<file path="src/rtl/regfile_master_pkg.sv">
// Shared types and helpers for the register-file bus initiator.
// Op codes, FSM states and the read-modify-write bit merge.
package regfile_master_pkg;

  typedef enum logic [1:0] {
    OP_READ  = 2'd0,
    OP_WRITE = 2'd1,
    OP_RMW   = 2'd2,
    OP_RSVD  = 2'd3
  } op_e;

  typedef enum logic [1:0] {
    ST_IDLE = 2'd0,
    ST_RD   = 2'd1,
    ST_WR   = 2'd2,
    ST_RSP  = 2'd3
  } state_e;

  // Widest data path the merge helper supports; callers zero-extend into it.
  localparam int unsigned MERGE_W = 64;

  function automatic logic [MERGE_W-1:0] rmw_merge(
    input logic [MERGE_W-1:0] old_val,
    input logic [MERGE_W-1:0] data_val,
    input logic [MERGE_W-1:0] mask_val
  );
    return (old_val & ~mask_val) | (data_val & mask_val);
  endfunction

endpackage

</file>
<file path="src/rtl/regfile_master.sv">
// Bus initiator sequencing READ / WRITE / RMW commands onto a byte-enabled
// register-file slave port; all outputs are registered.
//
// state   | meaning
// --------+---------------------------------------------------------------
// ST_IDLE | ready for a command; rf_addr_o holds last address
// ST_RD   | address driven, counting down read latency, then sampling
// ST_WR   | one-cycle write strobe (plain write or merged RMW value)
// ST_RSP  | read data presented until the consumer takes it
module regfile_master
  import regfile_master_pkg::*;
#(
  parameter int unsigned ADDR_W = 7,
  parameter int unsigned DATA_W = 8,
  parameter int unsigned BE_W   = (DATA_W + 7) / 8,
  parameter int unsigned RD_LAT = 0
) (
  input  logic              clk_i,
  input  logic              rst_i,
  input  logic              cmd_valid_i,
  output logic              cmd_ready_o,
  input  logic [1:0]        cmd_op_i,
  input  logic [ADDR_W-1:0] cmd_addr_i,
  input  logic [DATA_W-1:0] cmd_data_i,
  input  logic [DATA_W-1:0] cmd_mask_i,
  input  logic [BE_W-1:0]   cmd_be_i,
  output logic              rsp_valid_o,
  input  logic              rsp_ready_i,
  output logic [DATA_W-1:0] rsp_data_o,
  output logic              err_o,
  output logic [ADDR_W-1:0] rf_addr_o,
  output logic [DATA_W-1:0] rf_data_o,
  output logic              rf_wren_o,
  output logic [BE_W-1:0]   rf_be_o,
  input  logic [DATA_W-1:0] rf_data_i
);

  localparam int unsigned CNT_W = 2;

  state_e            state_q, state_d;
  op_e               op_q, op_d;
  logic [DATA_W-1:0] data_q, data_d;
  logic [DATA_W-1:0] mask_q, mask_d;
  logic [CNT_W-1:0]  cnt_q, cnt_d;
  logic [ADDR_W-1:0] rf_addr_q, rf_addr_d;
  logic [DATA_W-1:0] rf_data_q, rf_data_d;
  logic              rf_wren_q, rf_wren_d;
  logic [BE_W-1:0]   rf_be_q, rf_be_d;
  logic [DATA_W-1:0] rsp_data_q, rsp_data_d;
  logic              rsp_valid_q, rsp_valid_d;
  logic              cmd_ready_q, cmd_ready_d;
  logic              err_q, err_d;

  op_e               cmd_op;
  logic              accept;
  logic              rd_done;
  logic [DATA_W-1:0] merged;

  assign cmd_op  = op_e'(cmd_op_i);
  assign accept  = cmd_valid_i & cmd_ready_q;
  assign rd_done = (state_q == ST_RD) && (cnt_q == '0);
  assign merged  = DATA_W'(rmw_merge(MERGE_W'(rf_data_i), MERGE_W'(data_q), MERGE_W'(mask_q)));

  always_ff @(posedge clk_i or posedge rst_i) begin
    if (rst_i) begin
      state_q     <= ST_IDLE;
      op_q        <= OP_READ;
      data_q      <= '0;
      mask_q      <= '0;
      cnt_q       <= '0;
      rf_addr_q   <= '0;
      rf_data_q   <= '0;
      rf_wren_q   <= 1'b0;
      rf_be_q     <= '0;
      rsp_data_q  <= '0;
      rsp_valid_q <= 1'b0;
      cmd_ready_q <= 1'b0;
      err_q       <= 1'b0;
    end else begin
      state_q     <= state_d;
      op_q        <= op_d;
      data_q      <= data_d;
      mask_q      <= mask_d;
      cnt_q       <= cnt_d;
      rf_addr_q   <= rf_addr_d;
      rf_data_q   <= rf_data_d;
      rf_wren_q   <= rf_wren_d;
      rf_be_q     <= rf_be_d;
      rsp_data_q  <= rsp_data_d;
      rsp_valid_q <= rsp_valid_d;
      cmd_ready_q <= cmd_ready_d;
      err_q       <= err_d;
    end
  end

  always_comb begin
    state_d = state_q;
    unique case (state_q)
      ST_IDLE: begin
        if (accept) begin
          unique case (cmd_op)
            OP_WRITE:        state_d = ST_WR;
            OP_READ, OP_RMW: state_d = ST_RD;
            default:         state_d = ST_IDLE;
          endcase
        end
      end
      ST_RD: begin
        if (rd_done) begin
          state_d = (op_q == OP_RMW) ? ST_WR : ST_RSP;
        end
      end
      ST_WR: begin
        state_d = (op_q == OP_RMW) ? ST_RSP : ST_IDLE;
      end
      ST_RSP: begin
        if (rsp_ready_i) begin
          state_d = ST_IDLE;
        end
      end
      default: state_d = ST_IDLE;
    endcase
  end

  // Outputs are registered, so their next values follow state_d.
  always_comb begin
    op_d       = op_q;
    data_d     = data_q;
    mask_d     = mask_q;
    cnt_d      = cnt_q;
    rf_addr_d  = rf_addr_q;
    rf_data_d  = rf_data_q;
    rf_be_d    = rf_be_q;
    rsp_data_d = rsp_data_q;
    err_d      = err_q;

    if (accept) begin
      if (cmd_op == OP_RSVD) begin
        err_d = 1'b1;
      end else begin
        op_d      = cmd_op;
        data_d    = cmd_data_i;
        mask_d    = cmd_mask_i;
        rf_addr_d = cmd_addr_i;
        cnt_d     = CNT_W'(RD_LAT);
        if (cmd_op == OP_WRITE) begin
          rf_data_d = cmd_data_i;
          rf_be_d   = cmd_be_i;
        end
      end
    end

    if (state_q == ST_RD) begin
      if (cnt_q != '0) begin
        cnt_d = cnt_q - CNT_W'(1);
      end else begin
        rsp_data_d = rf_data_i;
        if (op_q == OP_RMW) begin
          rf_data_d = merged;
          rf_be_d   = '1;
        end
      end
    end

    rf_wren_d   = (state_d == ST_WR);
    rsp_valid_d = (state_d == ST_RSP);
    cmd_ready_d = (state_d == ST_IDLE);
  end

  assign cmd_ready_o = cmd_ready_q;
  assign rsp_valid_o = rsp_valid_q;
  assign rsp_data_o  = rsp_data_q;
  assign err_o       = err_q;
  assign rf_addr_o   = rf_addr_q;
  assign rf_data_o   = rf_data_q;
  assign rf_wren_o   = rf_wren_q;
  assign rf_be_o     = rf_be_q;

endmodule

</file>
<file path="config.mk">
export PLATFORM = sky130hd
export DESIGN_NAME = regfile_master
export DESIGN_NICKNAME = d
export VERILOG_FILES = /design/src/rtl/regfile_master_pkg.sv /design/src/rtl/regfile_master.sv
export SDC_FILE = /design/constraint.sdc
export NUM_CORES = 1
export LEC_CHECK = 0
export CAP_MARGIN = 20
export CORE_ASPECT_RATIO = 1.5
export CORE_MARGIN = 2
export CORE_UTILIZATION = 36
export DETAILED_ROUTE_END_ITERATION = 6
export GPL_ROUTABILITY_DRIVEN = 0
export SYNTH_ARGS = -nofsm -noshare
export SYNTH_HDL_FRONTEND = slang
export SYNTH_SLANG_ARGS = --single-unit
</file>
<file path="constraint.sdc">
create_clock -name clk_i -period 2.46 [get_ports clk_i]
set_input_delay 0.738 -clock clk_i [delete_from_list [all_inputs] [get_ports clk_i]]
set_output_delay 0.738 -clock clk_i [all_outputs]
set_load 0.005 [all_outputs]
</file>
==> results_dict.tcl, run 1 <==
set metrics [dict create \
    rsz0062_at_grt "no" \
    final.min_clock_period_ps 1994 \
    max_stage_delay_ps 530 \
    worst-path-stages 1 \
    drive_above_1_share_pct 22.07 \
    seq_area_frac_synth_pct 58.51 \
    drc_errors 0 \
    syn_avg_cell_area_um2 14.35 \
    slowest_stage "clkdlybuf4s50_1" \
    p_sw_share_pct 29.41 \
    r2r_end "rf_data_o[1]" \
    diodes 0 \
    synthTopCellsByCount "dfrtp_1, mux2_2, mux2i_1" \
    io_pins 66 \
    cp-end-kind "output port" \
    relSlewSlack_pct 72.89 \
    syn_nets 187 \
    rows 34 \
    die_y_um 98.39 \
    synth_most_common_cell "dfrtp_1" \
    power_frac_seq_pct 44.2 \
    p_comb_share_pct 41.5 \
    start_util_pct 36.96 \
    synth_enable_flop_cells 0 \
    yosysWarningCount 0 \
    status "finished clean" \
    htreeDepth 2 \
    min_period_over_period_pct 81.07 \
    cts_hold_buf 0 \
    cts_buffer_depth 2 \
    maxSlewViolCount 0 \
    dieArea_um2 6585 \
    fill_cells 555 \
    yosysTopAreaCellShare_pct 58.51 \
    crit_end "cmd_ready_o" \
    reg2reg_depth 3 \
    ys_ff_latch 50 \
    synth_cells 149 \
    ys_dominant_reg_cell "dfrtp_1" \
    cts_resized 0 \
    startpoint "cmd_ready_o" \
    async_flop_share_pct 100.0 \
    cts_buffers 5 \
    grt_pass1_vias 1623 \
    clock_latency_ps 290 \
    vias 1440 \
    vias_per_cell 4.898 \
    core-area_um2 5786 \
    ff2ff_setup_slack_ps 860 \
    fin_setup_tns_ps 0 \
    required_ps 1720 \
    stdcell_area_um2 2993 \
    crit_family "buffers and inverters" \
    netlist_area_um2 2138 \
    r2r_start "state_q[1]" \
    totalWireLength_um 4940 \
    irDropWorstVdd_uv 437.1 \
    path_cells "clkdlybuf4s50_1" \
    port_buffers 65 \
    setup_viol 0 \
    cts.sinks 50 \
    drt_pass1_iterations 4 \
    drt_iter0_markers 68 \
    crit_fanout 5 \
    dpl_cell_area_um2 2902 \
    critical_path_class "reg -> out" \
    cts_tree "done" \
    fmax_mhz 501.4 \
    tightestPinTransition_ps 406.6 \
    cts_post_setup_buffers_inserted 0 \
    grt_usage_pct 16.53 \
    p_int_mw 2.374 \
    fin_worst_skew_ps 7.664 \
    p_per_area_nw_per_um2 1124 \
    clkTransAtPathRegs_ps 90 \
    yosysTopAreaCell "dfrtp_1" \
    avgRoutedWirePerCell_um 16.80 \
    grt_pass1_wl_um 8045 \
    path_buf_inv 1 \
    overflow 0 \
    dp_hpwl_um 3715 \
    ant_nets 0 \
    synthToLayoutAreaGrowth_pct 39.96 \
    final_util_pct 51.73 \
    holdCritPathClass "reg -> reg" \
    antenna_found_initial 0 \
    leakagePower_nw 1.355 \
    cap_viol_max_count 0 \
    cp.arrival_ps 1260 \
    nets 259 \
    p_sw_uw 988.9 \
    synth_cell_types 32 \
    clkPwrFrac_pct 14.3 \
    hold_violations 0 \
    cts_root_buffer "clkbuf_8" \
    cp-start-kind "flop" \
    grt_max_degree 51 \
    die_width_um 66.93 \
    synth_area_leaders "dfrtp_1, mux2_2, mux2i_1, buf_6, nand2_1" \
]
[worst register-to-register path: stages, from the launching register on]
cell and delay [ps]:
dfrtp_1 480, nand2b_4 200, or4_4 620, mux2i_1 220
[per-stage QoR]
| stage | power, mW | std cells | hold slack [ps] | setup slack [ps] |
|---|---|---|---|---|
| after floorplan | 2.201 | 149 | 460.2 | 520.8 |
| after global placement | 2.868 | 286 | 459.3 | 241.3 |
| after detailed placement | 2.928 | 286 | 466.3 | 180.9 |
| after CTS | 3.422 | 294 | 494.1 | 451.3 |
| after global routing | 3.605 | 294 | 519.8 | 407.7 |
| final | 3.363 | 294 | 494.8 | 465.7 |
[routing by layer]
layer	routed length (µm)	track usage, %	vias to the layer above
li1	-	-	676
met1	1747	17.71	731
met2	3006	31.77	27
met3	123	2.535	6
met4	63	5.181	0
met5	0	0	-
[flip-flops by register name, summed over array words and instances, names as in the netlist, named ones only]
register	cells
rf_addr_o	7
err_o	1
cmd_ready_o	1
data_q	8
rf_wren_o	1
op_q	2
rsp_data_o	8
mask_q	8
rsp_valid_o	1
rf_be_o	1
rf_data_o	8
state_q	2
[how the worst min path moves through the flow]
stage / startpoint / endpoint / slack, ps / cells past startpoint
floorplan: err_o / err_o / 460 / 1
global placement: err_o / err_o / 460 / 1
detailed placement: err_o / err_o / 470 / 1
CTS: err_o / err_o / 490 / 1
global route: data_q[1] / data_q[1] / 520 / 1
finish: err_o / err_o / 490 / 1
[cells by family (layout without fill, tap and decap cells)]
family | Yosys count | in the layout | synth area share [%]
AOI/OAI and AO/OA | 14 | 14 | 5.150
muxes | 56 | 56 | 28.03
buffers and inverters | 9 | 82 | 2.633
and+or+nand+nor | 20 | 20 | 5.676
DFF | 50 | 50 | 58.51
[layout make-up]
cell class	instances	area [µm²]	area share (%)
Sequential cell	50	1251	41.81
Clock buffer	7	86.33	2.885
Clock inverter	1	5.005	0.1672
Multi-Input combinational cell	90	837.1	27.97
Tap cell	72	90.09	3.010
Timing Repair Buffer	72	715.7	23.91
Inverter	2	7.507	0.2508
[placed cells by master, fill, tap and decap left out, drive strengths merged, types with 2 or more instances in the layout]
master	n
dfrtp	50
nor2	5
nand2b	2
clkdlybuf4s50	65
clkbuf	7
buf	7
o22a	2
nand2	6
inv	2
nor4b	2
mux2i	25
a21oi	2
mux2	31
[power by group through the flow]
stage                     Combinational, mW  Sequential, mW  Clock [mW]
after floorplan                       0.767            1.43           0
after global placement                 1.38            1.49           0
after detailed placement               1.42            1.51           0
after CTS                              1.43            1.50       0.501
after global routing                   1.53            1.54       0.540
final                                  1.40            1.49       0.480
Power figures use the tool's default switching activity.
==> inputs of run 2 (changes only) <==
- PLACE_DENSITY: unset -> 0.67
- clock period: 2.46 -> 1.6 ns (I/O delays scaled with it)
==> run 2 against run 1 <==
Compared with the run above:
- utilization grew 1.9 points
- worst hold slack worse by 14 ps
- largest power group unchanged
- global-route usage decreased by 0.94 points
- flip-flop and latch count unchanged
- final cell count up 4.8%
- non-clock buffer count up 14
==> results_dict.tcl, run 2 (synthesized netlist as in run 1, its figures left out) <==
set metrics [dict create \
    dp_slack_ps -372.7 \
    cts_hold_buf 0 \
    place_inst 294 \
    die_width_um 66.93 \
    path_cells "clkdlybuf4s50_1 > buf_4 > a21oi_4 > buf_6 > mux2_2" \
    grt_pass1_wl_um 7741 \
    p_sw_share_pct 29.83 \
    cp.arrival_ps 1740 \
    fmax_mhz 639.4 \
    relSlewSlack_pct 75.14 \
    min_period_over_period_pct 97.75 \
    cts.sinks 50 \
    final_cell_mix "dfrtp_1, clkdlybuf4s50_1, mux2_2, dlygate4sd2_1, mux2i_1" \
    tightestPinTransition_ps 368.0 \
    critical_path_class "in -> reg" \
    hold_violations 0 \
    nets 273 \
    layout_setup_ws_ps 36.01 \
    core-area_um2 5786 \
    path_buf_inv 3 \
    drive_above_1_share_pct 27.12 \
    clkPwrFrac_pct 14.8 \
    ff2ff_setup_slack_ps 120 \
    irDropWorstVdd_uv 795.4 \
    p_int_mw 3.571 \
    dieArea_um2 6585 \
    grt_pass1_vias 1563 \
    setup_viol 0 \
    io_pins 66 \
    port_buffers 65 \
    drc_errors 0 \
    start_util_pct 36.96 \
    grt_usage_pct 15.60 \
    vias_per_cell 4.841 \
    avgRoutedWirePerCell_um 15.10 \
    rsz0062_at_grt "no" \
    holdCritPathClass "in -> async" \
    fill_cells 547 \
    max_stage_delay_ps 420 \
    clkTransAtPathRegs_ps 100 \
    p_per_area_nw_per_um2 1640 \
    cp-end-kind "flop" \
    totalWireLength_um 4652 \
    startpoint "cmd_op_i[1]" \
    final_cells 308 \
    crit_family "buffers and inverters" \
    required_ps 1780 \
    seq_area_um2 1251 \
    r2r_start "state_q[1]" \
    cts_buffers 5 \
    cp-start-kind "input pin" \
    synthToLayoutAreaGrowth_pct 45.11 \
    clock_latency_ps 300 \
    status "finished clean" \
    overflow 0 \
    crit_fanout 7 \
    drt_pass1_iterations 4 \
    fin_setup_tns_ps 0 \
    vias 1491 \
    dp_hpwl_um 3580 \
    diodes 0 \
    grt_max_degree 24 \
    maxSlewViolCount 0 \
    cts_root_buffer "clkbuf_8" \
    antenna_found_initial 0 \
    drt_iter0_markers 25 \
    cts_tree "done" \
    multi_input_area_um2 852.1 \
    htreeDepth 2 \
    fin_worst_skew_ps 14.75 \
    cts_buffer_depth 2 \
    fin_hold_ws_ps 480.6 \
    die_y_um 98.39 \
    cap_viol_max_count 0 \
    final_common_cell "dfrtp_1" \
    leakagePower_nw 1.471 \
    slowest_stage "clkdlybuf4s50_1" \
    p_sw_mw 1.518 \
    p_comb_share_pct 42.1 \
    final.min_clock_period_ps 1564 \
    ant_nets 0 \
    rows 34 \
    power_frac_seq_pct 43.1 \
]
## run 2: cell count changes in the layout (fill, tap and decap cells not counted), sizes merged
cell / previous run / this run
inv: 2 / 1
clkinvlp: 0 / 1
buf: 7 / 21
dlygate4sd2: 0 / 30
clkdlybuf4s50: 65 / 35
## run 2: layout make-up
| cell class | instances | share of cell area (%) |
|---|---|---|
| clock buffers | 7 | 2.782 |
| clock inverters | 1 | 0.1613 |
| inverters | 2 | 0.3629 |
| multi-input cells | 90 | 27.46 |
| flip-flops and latches | 50 | 40.32 |
| well taps | 72 | 2.903 |
| repair buffers | 86 | 26.01 |
## run 2: final timing paths
path                                 endpoint  depth (start not counted)
worst max register to register   rf_data_o[2]                          3
min in group clk_i                      err_o                          1
worst min-delay path             rf_addr_o[5]                          2
worst max-delay path                mask_q[1]                          5
worst min register to register          err_o                          1
max in group asynchronous       rsp_data_o[0]                          3
## run 2: repair_timing
item / in CTS / in global routing
pin swaps: 2 / 0
buffers inserted: 6 / 0
resized for setup: 35 / 1
endpoints found under the hold margin: 0 / 0
endpoints found under the setup margin: 49 / 1
## run 2: power by group through the flow
stage                     combinational, mW  clock, mW  sequential [mW]
after detailed placement               2.28          0             2.26
after CTS                              2.18      0.780             2.21
after global placement                 2.24          0             2.24
after floorplan                        1.18          0             2.20
final                                  2.14      0.754             2.19
after global routing                   2.34      0.820             2.28
## run 2: metrics by stage
stage	cell area, µm²	util, %	total power, mW
final	3103	53.63	5.088
after global routing	3103	53.63	5.442
after CTS	3099	53.57	5.166
after detailed placement	2978	51.47	4.539
after global placement	2978	51.47	4.479
after floorplan	2142	-	3.384
## run 2: per-layer routing
layer / routed length [µm] / share of wire, % / global-route usage [%]
met1: 1824 / 39 / 18.24
met2: 2636 / 57 / 27.38
met3: 104 / 2.2 / 2.189
met4: 86 / 1.8 / 7.221
met5: 0 / 0 / 0
==> inputs of run 3 (changes only) <==
- CORE_MARGIN: 2 -> 3
- GPL_ROUTABILITY_DRIVEN: 0 -> unset
==> run 3 against run 2 <==
Compared with the run above:
- power fell by 1.0%
- via count fell by 1.7%
- combinational power barely moved
- design area fell by 0.16%
- wire length rose by 4.7%
- largest cell class unchanged
- largest power group unchanged
- highest routed layer unchanged
==> results_dict.tcl, run 3 (synthesized netlist as in run 1, its figures left out) <==
set metrics [dict create \
    drt_pass1_iterations 4 \
    grt_usage_pct 15.77 \
    ant_nets 0 \
    path_buf_inv 1 \
    cts_hold_buf 0 \
    relSlewSlack_pct 80.29 \
    p_per_area_nw_per_um2 1626 \
    ff2ff_setup_slack_ps 120 \
    p_int_mw 3.510 \
    maxSlewViolCount 0 \
    drive_above_1_share_pct 26.29 \
    min_period_over_period_pct 92.76 \
    leakagePower_nw 1.470 \
    final_cell_mix "dfrtp_1, clkdlybuf4s50_1, dlygate4sd2_1" \
    cp-start-kind "flop" \
    p_comb_share_pct 42.5 \
    final_common_cell "dfrtp_1" \
    holdPathStages 1 \
    r2r_end "rsp_data_o[5]" \
    totalWireLength_um 4870 \
    grt_max_degree 23 \
    setup_viol 0 \
    dieArea_um2 6919 \
    clkTransAtPathRegs_ps 90 \
    tightestPinTransition_ps 291.8 \
    grt_pass1_vias 1560 \
    final_cells 302 \
    fin_worst_skew_ps 5.569 \
    status "finished clean" \
    grt_pass1_wl_um 7879 \
    synthToLayoutAreaGrowth_pct 44.88 \
    port_buffers 65 \
    irDropWorstVdd_uv 832.1 \
    crit_family "flip-flops" \
    crit_fanout 8 \
    cts_buffer_depth 2 \
    min-delay-start "err_o" \
    vias 1465 \
    path_cells "nor4b_2 > buf_4 > mux2_2" \
    cts.sinks 50 \
    holdCritPathClass "reg -> reg" \
    die_y_um 100.4 \
    cap_viol_max_count 0 \
    die_width_um 68.93 \
    drt_iter0_markers 80 \
    reg2reg_depth 3 \
    max_stage_delay_ps 440 \
    diodes 0 \
    whs_endpoint "err_o" \
    p_sw_mw 1.526 \
    p_sw_share_pct 30.31 \
    required_ps 1780 \
    stdcell_area_um2 3098 \
    nets 270 \
    hold_violations 0 \
    critical_path_class "reg -> reg" \
    cts_tree "done" \
    cp.arrival_ps 1670 \
    vias_per_cell 4.851 \
    rsz0062_at_grt "no" \
    dp_hpwl_um 3683 \
    clkPwrFrac_pct 13.9 \
    cts_root_buffer "clkbuf_8" \
    globalplace.congestion 0.7071 \
    final.min_clock_period_ps 1484 \
    avgRoutedWirePerCell_um 16.13 \
    fmax_mhz 673.8 \
    io_pins 66 \
    rows 33 \
    dpl_cell_area_um2 2993 \
    place_inst 291 \
    power_mw 5.036 \
    start_util_pct 38.08 \
    core-area_um2 5615 \
    antenna_found_initial 0 \
    drc_errors 0 \
    slowest_stage "dfrtp_1" \
    overflow 0 \
    power_frac_seq_pct 43.6 \
    cp-end-kind "flop" \
    cts_buffers 5 \
    clock_latency_ps 300 \
    htreeDepth 2 \
]
==> run 3: cell types whose count changed in the layout (fill, tap and decap cells not counted) <==
cell             before  now
clkdlybuf4s50_1      35   34
a21o_1                0    1
buf_12                2    4
a21o_4                1    0
clkbuf_8              6    5
buf_4                16   13
clkbuf_1              1    0
clkinv_2              1    2
bufbuf_16             0    1
nand2_1               6    5
nand2_2               0    1
dlygate4sd2_1        30   31
buf_6                 3    0
==> run 3: layout make-up <==
type | count | area [µm²]
inverters | 2 | 11.26
clock buffers | 5 | 68.82
well taps | 70 | 87.58
multi-input cells | 90 | 847.1
flip-flops and latches | 50 | 1251
repair buffers | 83 | 822.0
fillers | 526 | 2517
clock inverters | 2 | 10.01
==> run 3: metal layers <==
| layer | global-route usage (%) | up-vias | share of wire, % |
|---|---|---|---|
| met1 | 18.05 | 729 | 37 |
| met3 | 3.024 | 7 | 2.5 |
| met2 | 28.01 | 26 | 58 |
| li1 | - | 703 | - |
| met5 | 0 | - | 0 |
| met4 | 6.006 | 0 | 2.2 |
==> run 3: what timing repair did <==
item                       CTS  global route
setup endpoints to repair   48             0
setup buffers                3             0
resized for setup           33             0
==> run 3: power groups by stage <==
stage	sequential [mW]	combinational (mW)	clock (mW)
2_1_floorplan	2.20	1.18	0
3_3_place_gp	2.25	2.29	0
3_5_place_dp	2.26	2.32	0
4_1_cts	2.21	2.18	0.714
5_1_grt	2.28	2.34	0.761
6_report	2.20	2.14	0.700
==> run 3: stage by stage <==
stage | setup slack [ps] | hold slack, ps | TNS [ps] | util, %
2_1_floorplan | 36.10 | 460.2 | 0 | -
3_3_place_gp | -318.7 | 463.7 | -10730 | 53.30
3_5_place_dp | -348.1 | 463.4 | -11240 | 53.30
4_1_cts | 93.13 | 479.2 | 0 | 55.17
5_1_grt | 48.17 | 482.3 | 0 | 55.17
6_report | 115.8 | 474.5 | 0 | 55.17
==> run 3: worst max path at each step <==
stage | startpoint | to | slack (ps) | cells after the start
after global routing | flop | rsp_data_o[5] | 50 | 3
after floorplan | cmd_valid_i | mask_q[0] | 40 | 4
after global placement | cmd_valid_i | mask_q[6] | -320 | 5
after CTS | flop | rsp_data_o[5] | 90 | 3
final | flop | rsp_data_o[5] | 120 | 3
after detailed placement | cmd_valid_i | mask_q[2] | -350 | 5
==> run 3: worst register-to-register path: cells and delay by family, from the launching register on <==
family,cells,cell delay (ps)
flip-flops,1,440
buffers and inverters,1,250
multiplexers,1,350
AND/OR/NAND/NOR,1,340
